===== src/rtl/fill_seal_line_if.sv =====
// rtl/fill_seal_line_if.sv - handshake and status bundle for the fill/seal line
interface fill_seal_line_if #(
    parameter int N_CH  = 2,
    parameter int CNT_W = 8
);
    localparam int GW = (N_CH > 1) ? $clog2(N_CH) : 1;

    logic                tick;
    logic [N_CH-1:0]     startfill;
    logic [N_CH-1:0]     productook;
    logic [N_CH-1:0]     llenando;
    logic [N_CH-1:0]     sellando;
    logic [N_CH-1:0]     sealed;
    logic [3*N_CH-1:0]   state_filler;
    logic [2:0]          state_sealer;
    logic [GW-1:0]       grant_ch;
    logic [CNT_W-1:0]    seal_count;

    modport master (
        output tick, startfill, productook,
        input  llenando, sellando, sealed, state_filler, state_sealer, grant_ch, seal_count
    );

    modport slave (
        input  tick, startfill, productook,
        output llenando, sellando, sealed, state_filler, state_sealer, grant_ch, seal_count
    );
endinterface


===== src/rtl/fill_seal_line.sv =====
// rtl/fill_seal_line.sv - N filling stations sharing one round-robin arbitrated sealer
module fill_seal_line #(
    parameter int N_CH       = 2,
    parameter int FILL_TICKS = 3,
    parameter int SEAL_TICKS = 2,
    parameter int CNT_W      = 8
) (
    input  logic            clk,
    input  logic            rst,
    fill_seal_line_if.slave bus
);
    localparam int GW = (N_CH > 1) ? $clog2(N_CH) : 1;
    localparam int FW = $clog2(FILL_TICKS + 1);
    localparam int SW = $clog2(SEAL_TICKS + 1);

    typedef enum logic [2:0] {F_IDLE = 3'b001, F_FILLING = 3'b010, F_FULL = 3'b100} fstate_t;
    typedef enum logic [2:0] {S_IDLE = 3'b001, S_SEALING = 3'b010, S_DONE = 3'b100} sstate_t;

    fstate_t          fstate_q [N_CH];
    fstate_t          fstate_d [N_CH];
    logic [FW-1:0]    fcnt_q   [N_CH];
    logic [FW-1:0]    fcnt_d   [N_CH];
    sstate_t          sstate_q, sstate_d;
    logic [SW-1:0]    scnt_q, scnt_d;
    logic [GW-1:0]    grant_q, grant_d;
    logic [GW-1:0]    rr_q, rr_d;
    logic [CNT_W-1:0] cnt_q, cnt_d;

    logic [N_CH-1:0]  cand;
    logic [N_CH-1:0]  release_ch;
    logic             abort;
    logic             hi_found, lo_found;
    logic [GW-1:0]    hi_win, lo_win;

    always_ff @(posedge clk or negedge rst) begin
        if (!rst) begin
            for (int k = 0; k < N_CH; k++) begin
                fstate_q[k] <= F_IDLE;
                fcnt_q[k]   <= '0;
            end
            sstate_q <= S_IDLE;
            scnt_q   <= '0;
            grant_q  <= '0;
            rr_q     <= '0;
            cnt_q    <= '0;
        end else begin
            fstate_q <= fstate_d;
            fcnt_q   <= fcnt_d;
            sstate_q <= sstate_d;
            scnt_q   <= scnt_d;
            grant_q  <= grant_d;
            rr_q     <= rr_d;
            cnt_q    <= cnt_d;
        end
    end

    // Round-robin pick: lowest candidate at or above rr_q, else lowest overall.
    always_comb begin
        hi_found = 1'b0;
        lo_found = 1'b0;
        hi_win   = '0;
        lo_win   = '0;
        for (int k = N_CH - 1; k >= 0; k--) begin
            cand[k] = (fstate_q[k] == F_FULL) && bus.productook[k];
            if (cand[k]) begin
                lo_found = 1'b1;
                lo_win   = GW'(k);
                if (GW'(k) >= rr_q) begin
                    hi_found = 1'b1;
                    hi_win   = GW'(k);
                end
            end
        end
    end

    always_comb begin
        sstate_d   = sstate_q;
        scnt_d     = scnt_q;
        grant_d    = grant_q;
        rr_d       = rr_q;
        cnt_d      = cnt_q;
        release_ch = '0;
        abort      = (sstate_q == S_SEALING) && !bus.productook[grant_q];

        // Losing the product mid-seal bypasses the tick gate and beats completion.
        if (abort) begin
            sstate_d = S_IDLE;
        end else if (bus.tick) begin
            case (sstate_q)
                S_IDLE: begin
                    if (lo_found) begin
                        grant_d  = hi_found ? hi_win : lo_win;
                        scnt_d   = SW'(SEAL_TICKS - 1);
                        sstate_d = S_SEALING;
                    end
                end
                S_SEALING: begin
                    if (scnt_q == '0) sstate_d = S_DONE;
                    else              scnt_d   = scnt_q - SW'(1);
                end
                S_DONE: begin
                    sstate_d            = S_IDLE;
                    release_ch[grant_q] = 1'b1;
                    rr_d                = (grant_q == GW'(N_CH - 1)) ? '0 : grant_q + GW'(1);
                    if (cnt_q != {CNT_W{1'b1}}) cnt_d = cnt_q + CNT_W'(1);
                end
                default: sstate_d = S_IDLE;
            endcase
        end
    end

    always_comb begin
        fstate_d = fstate_q;
        fcnt_d   = fcnt_q;
        for (int k = 0; k < N_CH; k++) begin
            if (bus.tick) begin
                case (fstate_q[k])
                    F_IDLE: begin
                        if (bus.startfill[k]) begin
                            fstate_d[k] = F_FILLING;
                            fcnt_d[k]   = FW'(FILL_TICKS - 1);
                        end
                    end
                    F_FILLING: begin
                        if (fcnt_q[k] == '0) fstate_d[k] = F_FULL;
                        else                 fcnt_d[k]   = fcnt_q[k] - FW'(1);
                    end
                    F_FULL: begin
                        if (release_ch[k]) fstate_d[k] = F_IDLE;
                    end
                    default: fstate_d[k] = F_IDLE;
                endcase
            end
        end
    end

    always_comb begin
        bus.llenando     = '0;
        bus.sellando     = '0;
        bus.sealed       = '0;
        bus.state_filler = '0;
        for (int k = 0; k < N_CH; k++) begin
            bus.llenando[k]           = (fstate_q[k] == F_FILLING);
            bus.sellando[k]           = (sstate_q == S_SEALING) && (grant_q == GW'(k)) && bus.productook[k];
            bus.sealed[k]             = (sstate_q == S_DONE) && (grant_q == GW'(k));
            bus.state_filler[3*k +: 3] = fstate_q[k];
        end
        bus.state_sealer = sstate_q;
        bus.grant_ch     = grant_q;
        bus.seal_count   = cnt_q;
    end
endmodule


===== src/flat_wrapper.sv =====
// flat-port wrapper written by rule: the top's interface ports become plain ports
module fill_seal_line_flat 
#(
    parameter int N_CH       = 2,
    parameter int FILL_TICKS = 3,
    parameter int SEAL_TICKS = 2,
    parameter int CNT_W      = 8
)
  (clk, rst, bus_tick, bus_startfill, bus_productook, bus_llenando, bus_sellando, bus_sealed, bus_state_filler, bus_state_sealer, bus_grant_ch, bus_seal_count);
  fill_seal_line_if #(.N_CH(N_CH), .CNT_W(CNT_W)) bus_i ();
  input  logic clk;
  input  logic rst;
  input wire logic [$bits(bus_i.tick)-1:0] bus_tick;
  input wire logic [$bits(bus_i.startfill)-1:0] bus_startfill;
  input wire logic [$bits(bus_i.productook)-1:0] bus_productook;
  output wire logic [$bits(bus_i.llenando)-1:0] bus_llenando;
  output wire logic [$bits(bus_i.sellando)-1:0] bus_sellando;
  output wire logic [$bits(bus_i.sealed)-1:0] bus_sealed;
  output wire logic [$bits(bus_i.state_filler)-1:0] bus_state_filler;
  output wire logic [$bits(bus_i.state_sealer)-1:0] bus_state_sealer;
  output wire logic [$bits(bus_i.grant_ch)-1:0] bus_grant_ch;
  output wire logic [$bits(bus_i.seal_count)-1:0] bus_seal_count;
  assign bus_i.tick = bus_tick;
  assign bus_i.startfill = bus_startfill;
  assign bus_i.productook = bus_productook;
  assign bus_llenando = bus_i.llenando;
  assign bus_sellando = bus_i.sellando;
  assign bus_sealed = bus_i.sealed;
  assign bus_state_filler = bus_i.state_filler;
  assign bus_state_sealer = bus_i.state_sealer;
  assign bus_grant_ch = bus_i.grant_ch;
  assign bus_seal_count = bus_i.seal_count;
  fill_seal_line #(.N_CH(N_CH), .FILL_TICKS(FILL_TICKS), .SEAL_TICKS(SEAL_TICKS), .CNT_W(CNT_W)) u_core (.clk(clk), .rst(rst), .bus(bus_i));
endmodule

===== config.mk =====
export PLATFORM = sky130hd
export DESIGN_NAME = fill_seal_line_flat
export DESIGN_NICKNAME = d
export VERILOG_FILES = /design/src/rtl/fill_seal_line_if.sv /design/src/rtl/fill_seal_line.sv /design/src/flat_wrapper.sv
export SDC_FILE = /design/constraint.sdc
export NUM_CORES = 1
export LEC_CHECK = 0
export CORE_UTILIZATION = 50
export DETAILED_ROUTE_END_ITERATION = 16
export PLACE_DENSITY = 0.87
export SKIP_LAST_GASP = 1
export SLEW_MARGIN = 30
export SYNTH_ARGS = -nofsm -noshare
export SYNTH_HDL_FRONTEND = slang
export SYNTH_SLANG_ARGS = --single-unit

===== constraint.sdc =====
create_clock -name clk -period 1.85 [get_ports clk]
set_clock_uncertainty 0.1 [all_clocks]
set_input_delay 0.37 -clock clk [delete_from_list [all_inputs] [get_ports clk]]
set_output_delay 0.37 -clock clk [all_outputs]
set_load 0.03 [all_outputs]

Word-level counts from Yosys, hierarchy flattened
Cells that the tools add are included.

Register bits after elaboration: 25. Input bits: 7. Output and inout bits: 24. Word-level logic and storage cells: 109.

Bitwise operators: 2. $lt $le $gt $ge: 4. Eq/ne operators: 22. Add/sub/neg operators: 5. Multiplexer cells: 40. Reductions and logical operators: 27.

Operators by type and width (number): $mux 3 (10); $reduce_and 4->1 (6); $mux 2 (9); $pmux 3 s3 (2); $mux 1 (14); $pmux 2 s2 (3); $logic_and 1x1->1 (10); $ne 2x1->1 const B (5); $ne 2x2->1 const B (5); $eq 3x1->1 const B (3); $eq 3x2->1 const B (3); $eq 3x3->1 const B (3); $add 8x1->8 const B (1); $ne 8x8->1 const B (1); $reduce_bool 2->1 (4); $logic_not 2->1 (3); $ne 3x1->1 const B (2); $pmux 3 s2 (1); $reduce_and 3->1 (2); $sub 2x1->2 const B (3); $reduce_and 5->1 (1); $ge 1x1->1 const A (2); $lt 1x2->1 const B (1); $not 1->1 (2); 4 further kinds (4).

Longest topological paths before layout
Gate-level depths: netlist (run 1).

Depth in word-level cells: 9. Gate-level depth with buffers: 5. Mapped depth without buffers: 5.

Worst setup path after synthesis (run 1)
Ideal clock, no wire load.

Kind: register to output. Start: reg u_core.sstate_q[2], in the netlist u_core.bus.state_sealer[2]. End: out bus_sellando[0]. Data required time: 1.380 ns. Data arrival time: 1.765 ns. Slack: -0.385 ns. Stages on the path, launching flop included: 3. Cells stage by stage: dfrtp_1 > or3b_1 > nor3b_1.

Longest elaborated chain between the ends: 3.

RTL lines: start, declared (RTL line fill_seal_line.sv:23) `sstate_t sstate_q, sstate_d;`; start signal, assigned (RTL line fill_seal_line.sv:49) `sstate_q <= sstate_d;`; $eq 3x2->1 (RTL line fill_seal_line.sv:144) `bus.sellando[k] = (sstate_q == S_SEALING) && (grant_q == GW'(k)) && bus.productook[k];`; $logic_and 1x1->1 (2 in series) (RTL line fill_seal_line.sv:144); end, declared (RTL line flat_wrapper.sv:17) `output wire logic [$bits(bus_i.sellando)-1:0] bus_sellando;`.

No other way between the ends.

Worst setup path in the final report (run 1)
Ends and elaborated chain as after synthesis.

==> metrics.cfg, run 1 <==
[worst_setup_path]
path_delay_family=simple AND/OR/NAND/NOR gates
cp-end-kind=primary output
ff2ff_setup_slack_ns=0.17
crit_chain=or3b_4 > nor3b_4 > buf_6
cp_max_fo=3
critPathLaunchType=flip-flop
critPathBufInv=1
cpPeakStageDelay_ns=0.45
path_class=flip-flop to primary output
cp.arrival_ns=1.53
slowest_stage=dfrtp_2
required_ns=1.38

[detailed_routing]
ant_nets=0
wl_um=3815
viasPerCell=6.077
wl_per_cell_um=16.37
vias=1416
drt-pass1-iter-count=4
drt-initial-drc-count=50
drc=0

[placed_design]
placed_cell_area_um2=1921
placedCellCount=222
gp_congestion=0.8739
port_buffers=30
dp.final_hpwl_um=2674

[timing]
slew_violations=0
layout_setup_ws_ns=-0.1493
grt_setup_unrepaired=true
maxSlewHeadroom=0.7196
whs_ns=0.2940
post-route-period-util=1.081
finalCriticalPeriod_ns=1.999
fmax_ghz=0.5002
tightest_slew_ns=0.4167
tns_ns=-0.2249
finalSetupViolations=4
hold_violations=0

[cells_and_area]
layoutNonFillerInstCount=233
drive_gt1_frac=0.3251
final_area_um2=2016
antenna_cells=0
layout_common_cells=buf_4, dfrtp_1, dlygate4sd2_1, inv_1, nor2_1
nets=215
area_growth_pct=41.69
layout_commonest_cell=buf_4

[power_and_ir_drop]
swShare=0.3947
p_total_w=0.001868
p_int_w=0.001131
ir_worst_vdd_mv=0.8392
seqPwrFrac=0.388
power.density_nw_per_um2=926.9
leakagePower_nw=0.9752
p_switching_w=0.0007374
p_clk_frac=0.131
combPwrFrac=0.482

[synth]
syn_inst=142
syn_area_per_cell_um2=10.02
netlist_area_um2=1423
synth-main-ff-cell=dfrtp_1
synth-seq-cells=25
synth_nets=153
synth_cell_types=46
ys_warn_count=0
synth_edf_count=0
synthArstFlopShare=1.000
ys_seq_area_frac=0.4424

[floorplanning]
io_pins=31
start_util=0.5493
chipHeight_um=55.34
coreArea_um2=2590
die_x_um=55.34
die_area_um2=3063
rows=18

[cts]
postCtsHoldBufs=0
clock_sinks=25
path_clk_slew_ns=0.13
cts_tree=done
cts_max_level=1
cts_buffers=3
clock_path_buffers=2
cts_root_buf=clkbuf_4
clock_latency_ns=0.32

[global_routing]
grt.overflow.total=0
grtUsageTotal=0.2439
antenna_found_initial=0
grt_pass1_vias=1357
grt_pass1_wl_um=5947
grt_max_degree=26

[outcome]
violations=setup timing
status=finished, violations left

[min_path]
min_path_type=input port to asynchronous set/reset pin

[job]
drv_cap=0

synth_stat cells (2+ instances only):
cell type / instances / share of area
nor4_1: 4 / 0.018
nand2b_1: 3 / 0.013
a31oi_1: 3 / 0.013
buf_6: 2 / 0.016
dfrtp_1: 22 / 0.39
a21oi_1: 10 / 0.035
o21ai_0: 3 / 0.011
ha_1: 4 / 0.035
nor3b_1: 2 / 0.011
dfstp_2: 3 / 0.055
nor2_1: 12 / 0.032
a41oi_1: 2 / 0.012
nor3_2: 2 / 0.014
nand3_1: 3 / 0.011
nor3_1: 4 / 0.014
and3_1: 6 / 0.026
inv_1: 11 / 0.029
nand2_1: 10 / 0.026
o21a_1: 3 / 0.016
mux2_2: 5 / 0.040
o22ai_1: 2 / 0.0088
or2b_1: 2 / 0.011
power groups by stage:
stage / logic [W] / clock network [W] / registers [W]
CTS: 0.000896 / 0.000244 / 0.000723
floorplan: 0.000355 / 0 / 0.000904
global route: 0.000963 / 0.000269 / 0.000735
global placement: 0.000883 / 0 / 0.000735
finish: 0.000900 / 0.000244 / 0.000724
detailed placement: 0.000913 / 0 / 0.000744
path summary, 6_finish.rpt:
check | depth (start not counted) | endpoint | from
max in group asynchronous | 2 | u_core.bus.state_filler[0]$_DFFE_PN1P_ | rst
min reg2reg | 1 | u_core.rr_q$_DFFE_PN0P_ | u_core.rr_q$_DFFE_PN0P_
min | 2 | u_core.bus.seal_count[4]$_DFFE_PN0P_ | rst
max | 3 | bus_sellando[0] | u_core.bus.state_sealer[2]$_DFFE_PN0P_
max reg2reg | 4 | u_core.bus.seal_count[1]$_DFFE_PN0P_ | u_core.bus.seal_count[3]$_DFFE_PN0P_
min in group clk | 1 | u_core.rr_q$_DFFE_PN0P_ | u_core.rr_q$_DFFE_PN0P_
cell families after synthesis:
| logic type | Yosys count | synth area share |
|---|---|---|
| buffers and inverters | 13 | 0.04485 |
| adders and majority gates | 4 | 0.03518 |
| and+or+nand+nor | 59 | 0.2603 |
| muxes | 5 | 0.03958 |
| xor gates and xnor gates | 2 | 0.01232 |
| AOI/OAI and AO/OA | 34 | 0.1654 |
| DFF | 25 | 0.4424 |
sequential cells by signal, summed over array words and instances, names as in the netlist:
name	count
u_core.rr_q	1
u_core.bus.grant_ch	1
u_core.scnt_q	2
u_core.bus.seal_count	8
u_core.bus.state_filler	6
u_core.bus.state_sealer	3
u_core.fcnt_q	4
repair_timing:
action	in CTS	in global routing
buffers inserted	6	1
cloned	0	0
setup endpoints to repair	24	6
pin swaps	1	1
resized for setup	31	8
per-layer routing:
layer / wire length [µm] / global-route usage
met4: 99 / 0.1214
met3: 267 / 0.02342
met1: 1546 / 0.3059
met5: 0 / 0
met2: 1902 / 0.4182
area by class of cell:
type / count / area, µm²
clock buffer: 3 / 22.52
inverter: 11 / 41.29
tap: 30 / 37.54
fill: 169 / 574.3
timing repair buffer: 59 / 494.2
clock inverter: 1 / 5.005
multi-input combinational: 104 / 782.0
sequential: 25 / 633.1
per-stage QoR:
stage	setup slack, ns	utilization
2_1_floorplan	-0.01613	-
3_3_place_gp	-0.04197	0.7415
3_5_place_dp	-0.1003	0.7415
4_1_cts	-0.1500	0.7720
5_1_grt	-0.1896	0.7783
6_report	-0.1493	0.7783
Note: power is estimated with default switching activity, not from simulation.
==> inputs of run 2 (changes only) <==
--- a/config.mk
+++ b/config.mk
@@ -5,9 +5,11 @@
 export SDC_FILE = /design/constraint.sdc
 export NUM_CORES = 1
 export LEC_CHECK = 0
-export CORE_UTILIZATION = 50
+export CELL_PAD_IN_SITES_DETAIL_PLACEMENT = 0
+export CELL_PAD_IN_SITES_GLOBAL_PLACEMENT = 1
+export CORE_UTILIZATION = 38
 export DETAILED_ROUTE_END_ITERATION = 16
-export PLACE_DENSITY = 0.87
+export PLACE_DENSITY = 0.86
 export SKIP_LAST_GASP = 1
 export SLEW_MARGIN = 30
 export SYNTH_ARGS = -nofsm -noshare
==> metrics.cfg, run 2 (synthesis results as in run 1) <==
[placed_design]
placedCellCount=236  ; was 222
gp_congestion=0.7572  ; was 0.8739
port_buffers=30  ; unchanged
dp.final_hpwl_um=2326  ; was 2674 µm
placed_cell_area_um2=1923  ; was 1921 µm²

[power_and_ir_drop]
power.density_nw_per_um2=919.2  ; was 926.9 nW/µm²
p_clk_frac=0.173  ; was 0.131
leakagePower_nw=1.016  ; was 0.9752 nW
p_int_w=0.001192  ; was 0.001131 W
swShare=0.3701  ; was 0.3947
seqPwrFrac=0.392  ; was 0.388
ir_worst_vdd_mv=0.4839  ; was 0.8392 mV
p_switching_w=0.0007002  ; was 0.0007374 W
combPwrFrac=0.435  ; was 0.482

[cells_and_area]
antenna_cells=0  ; unchanged
layout_commonest_cell=buf_4  ; unchanged
area_growth_pct=44.68  ; was 41.69%
final_area_um2=2058  ; was 2016 µm²
layout_common_cells=buf_4, dfrtp_1, inv_1, nor2_1, dlygate4sd2_1  ; was buf_4, dfrtp_1, dlygate4sd2_1, inv_1, nor2_1
nets=214  ; was 215
largest_register_ffs=8  ; unchanged
drive_gt1_frac=0.3168  ; was 0.3251
fillCellCount=306  ; was 169
layoutNonFillerInstCount=248  ; was 233

[worst_setup_path]
ff2ff_setup_slack_ns=0.17  ; about the same
required_ns=1.38  ; about the same
path_class=flip-flop to primary output  ; unchanged
cp.arrival_ns=1.45  ; was 1.53 ns
rr_startpoint=u_core.bus.state_sealer[0]$_DFFE_PN1P_  ; was u_core.bus.seal_count[3]$_DFFE_PN0P_
r2r_cells=6  ; was 4
rr_endpoint=u_core.bus.seal_count[3]$_DFFE_PN0P_  ; was u_core.bus.seal_count[1]$_DFFE_PN0P_
setup.worst_path.end=bus_sellando[0]  ; unchanged
critPathLaunchType=flip-flop  ; unchanged
cp-startpoint=u_core.bus.state_sealer[2]$_DFFE_PN0P_  ; unchanged
cp_max_fo=4  ; was 3
cp-end-kind=primary output  ; unchanged

[floorplanning]
die_x_um=63.19  ; was 55.34 µm
coreArea_um2=3468  ; was 2590 µm²
start_util=0.4102  ; was 0.5493
chipHeight_um=63.19  ; was 55.34 µm
die_area_um2=3992  ; was 3063 µm²
rows=21  ; was 18
io_pins=31  ; unchanged

[cts]
path_clk_slew_ns=0.09  ; was 0.13 ns
clock_latency_ns=0.27  ; was 0.32 ns
cts_max_level=1  ; unchanged
clock_sinks=25  ; unchanged
cts_tree=done  ; unchanged
clock_path_buffers=2  ; unchanged
cts_buffers=3  ; unchanged
cts_root_buf=clkbuf_8  ; was clkbuf_4

[timing]
finalCriticalPeriod_ns=1.922  ; was 1.999 ns
hold_violations=0  ; unchanged
fmax_ghz=0.5202  ; was 0.5002 GHz
finalSetupViolations=2  ; was 4
slew_violations=0  ; unchanged
layout_setup_ws_ns=-0.07218  ; was -0.1493 ns
maxSlewHeadroom=0.7234  ; was 0.7196
grt_setup_unrepaired=true  ; unchanged
tightest_slew_ns=0.4092  ; was 0.4167 ns
post-route-period-util=1.039  ; was 1.081

[global_routing]
grt.overflow.total=0  ; unchanged
grt_pass1_vias=1266  ; was 1357
grt_pass1_wl_um=5796  ; was 5947 µm
grt_max_degree=26  ; unchanged
antenna_found_initial=0  ; unchanged
grtUsageTotal=0.1825  ; was 0.2439

[outcome]
violations=setup timing  ; unchanged
status=finished, violations left  ; unchanged

[job]
drv_cap=0  ; unchanged

[detailed_routing]
drt-initial-drc-count=70  ; was 50
ant_nets=0  ; unchanged
wl_um=3392  ; was 3815 µm
wl_per_cell_um=13.68  ; was 16.37 µm
drt-pass1-iter-count=5  ; was 4
drc=0  ; unchanged
viasPerCell=5.403  ; was 6.077
vias=1340  ; was 1416

[min_path]
min_path_type=input port to asynchronous set/reset pin  ; unchanged

==> run 2: cell count changes in the layout (fill, tap and decap cells not counted), moves of 3 or more <==
cell             change
clkbuf_4             -3
clkbuf_8             +3
clkdlybuf4s50_1      +3
dlygate4sd2_1        -7
dlymetal6s2s_1       +4
==> run 2: area by class of cell <==
class / instances / area [µm²] / share of cell area
multi-input combinational: 104 / 773.2 / 0.3757
sequential: 25 / 633.1 / 0.3076
timing repair buffer: 58 / 508.0 / 0.2468
tap: 46 / 57.56 / 0.02796
clock buffer: 4 / 45.04 / 0.02188
inverter: 11 / 41.29 / 0.02006
==> run 2: timing repair <==
item	CTS	global route
endpoints found under the setup margin	17	11
hold buffers	0	0
buffers inserted	5	3
gates resized for setup	18	12
pin swaps	2	1
==> run 2: power by group through the flow <==
stage	logic (W)	registers, W	clock network [W]
6_report	0.000823	0.000742	0.000328
2_1_floorplan	0.000355	0.000904	0
4_1_cts	0.000792	0.000751	0.000338
3_5_place_dp	0.000821	0.000766	0
5_1_grt	0.000892	0.000758	0.000355
3_3_place_gp	0.000812	0.000763	0
==> run 2: through the flow <==
step | utilization | worst slack (ns) | TNS [ns] | power [W] | hold slack, ns
5_1_grt | 0.5934 | -0.1228 | -0.2608 | 0.002005 | 0.3867
3_5_place_dp | 0.5545 | -0.1147 | -0.6250 | 0.001587 | 0.3713
6_report | 0.5934 | -0.07218 | -0.1324 | 0.001892 | 0.3571
2_1_floorplan | - | -0.01613 | -0.01613 | 0.001259 | -0.02559
3_3_place_gp | 0.5545 | -0.07636 | -0.3228 | 0.001575 | 0.3664
4_1_cts | 0.5797 | -0.09792 | -0.1395 | 0.001881 | 0.3743
==> run 2: worst max-delay path: stages (launching register included) <==
cell	delay, ns
dfrtp_2	0.44
or3b_4	0.40
nor3b_4	0.19
buf_6	0.15
==> run 2: worst min-delay path by stage <==
stage,from,to,cells past startpoint
global placement,u_core.rr_q$_DFFE_PN0P_,u_core.rr_q$_DFFE_PN0P_,1
detailed placement,u_core.rr_q$_DFFE_PN0P_,u_core.rr_q$_DFFE_PN0P_,1
finish,rst,u_core.bus.state_sealer[2]$_DFFE_PN0P_,2
global route,rst,u_core.bus.state_sealer[2]$_DFFE_PN0P_,2
CTS,rst,u_core.bus.seal_count[6]$_DFFE_PN0P_,2
floorplan,rst,u_core.bus.grant_ch$_DFFE_PN0P_,0
==> run 2: metal layers <==
metal,part of all wire,track usage,vias up
li1,-,-,647
met3,0.051,0.04348,6
met2,0.51,0.3118,42
met1,0.43,0.2281,645
met4,0.011,0.05114,0
met5,0,0,-
==> patch (flow settings as in run 2) <==
`SEAL_TICKS` is set to 2 in 2 places; all go to 4.
--- a/src/rtl/fill_seal_line.sv
+++ b/src/rtl/fill_seal_line.sv
@@ -2,7 +2,7 @@
 module fill_seal_line #(
     parameter int N_CH       = 2,
     parameter int FILL_TICKS = 3,
-    parameter int SEAL_TICKS = 2,
+    parameter int SEAL_TICKS = 4,
     parameter int CNT_W      = 8
 ) (
     input  logic            clk,
--- a/src/flat_wrapper.sv
+++ b/src/flat_wrapper.sv
@@ -3,7 +3,7 @@
 #(
     parameter int N_CH       = 2,
     parameter int FILL_TICKS = 3,
-    parameter int SEAL_TICKS = 2,
+    parameter int SEAL_TICKS = 4,
     parameter int CNT_W      = 8
 )
   (clk, rst, bus_tick, bus_startfill, bus_productook, bus_llenando, bus_sellando, bus_sealed, bus_state_filler, bus_state_sealer, bus_grant_ch, bus_seal_count);
Behaviour: not the same (Yosys sat finds a counterexample within 10 cycles, from zero or initial values and one cycle with rst low).
==> patch against run 2 <==
- the run still ends with negative setup slack left
- worst setup slack worse by 0.011 ns
- routed wire length grew 8.9%
- utilization down 2.3 points
- total power up 5.2%
- sequential cell count increased by 1
- highest routed layer unchanged
- final area up 4.6%
- combinational power decreased by 4.6%
- area after synthesis up 7.4%
==> patch: results (changes against run 2) <==
[outcome]
status = finished with violations
violations = negative setup slack

[synthesis]
synth-xor-area-share_pct = 4.01  ; +2.8 points
synth_fa_ha_area_share_pct = 4.10  ; +0.58 points
synth-compound-area-share_pct = 14.8  ; -1.7 points
synthTopCellsByArea = dfrtp_1, dfstp_2, ha_1
ys_seq_area_share_pct = 42.8  ; -1.4 points
synthTopCellsByCount = dfrtp_1, nor2_1, inv_1, nand2_1
muxShareOfSynthArea_pct = 4.42  ; +0.46 points
synth_cells = 148  ; +4.2%
synth_cell_types = 50  ; +8.7%

[timing]
tightest_slew_ns = 0.395  ; -0.0138 ns
holdWs_ns = 0.367  ; +0.00953 ns
worst_slack_ns = -0.0835  ; -0.0113 ns
final.setup.tns_ns = -0.198  ; -0.0661 ns
finalSetupViolCount = 4  ; +2

[grt]
grt.total_usage_pct = 18.8  ; +0.50 points
grt_pass1_wl_um = 6240  ; +7.6%
first_global_vias = 1374  ; +8.5%
grt_max_degree = 27  ; +3.8%

[critical_path]
rrSetupSlack_ns = 0.03  ; -0.14 ns
r2r_end = u_core.scnt_q[1]
r2r_cells = 7  ; +1
reg2reg_from = u_core.bus.state_sealer[2]

[drt]
first_pass_iters = 4  ; -1
avgRoutedWirePerCell_um = 14.6  ; +6.7%
route.vias.total = 1346  ; +0.45%
met2_length_um = 1810  ; +4.3%
wl_met1_um = 1670  ; +15%

[placement]
place_ws_ns = -0.145  ; -0.0305 ns
place.gp.congestion = 0.841  ; +11%
place_area_um2 = 2010  ; +4.7%

[power]
cellLeakagePower_uw = 0.00107  ; +5.6%

[cells_and_area]
drive_gt1_share_pct = 31.2  ; -0.46 points
fin_cells = 253  ; +2.0%

patch: cell type report:
class | instances | area, um^2
Tap cell | 48 | 60.1
Sequential cell | 26 | 657
Timing Repair Buffer | 58 | 500
Fill cell | 326 | 1620
Multi-Input combinational cell | 107 | 842
Clock buffer | 4 | 55.1
Inverter | 10 | 37.5
patch: power breakdown:
group / switching, uW / total [uW] / internal (uW) / leakage (uW)
Combinational: 433 / 785 / 352 / 0.000711
Clock: 183 / 373 / 190 / 0.0000288
Sequential: 141 / 833 / 692 / 0.000333
Total: 757 / 1990 / 1230 / 0.00107
patch: timing repair:
item                                    in CTS  in global routing
setup buffers                                8                  1
endpoints found under the setup margin      16                  9
hold buffers                                 0                  0
gates resized for setup                     14                  7
cloned                                       0                  0
pin swaps                                    3                  4
patch: metal layers:
layer  up-vias  global-route usage [%]
met5         -                       0
met4         0                    6.79
met3         6                    2.08
met2        40                    30.7
met1       653                    25.4
li1        647                       -
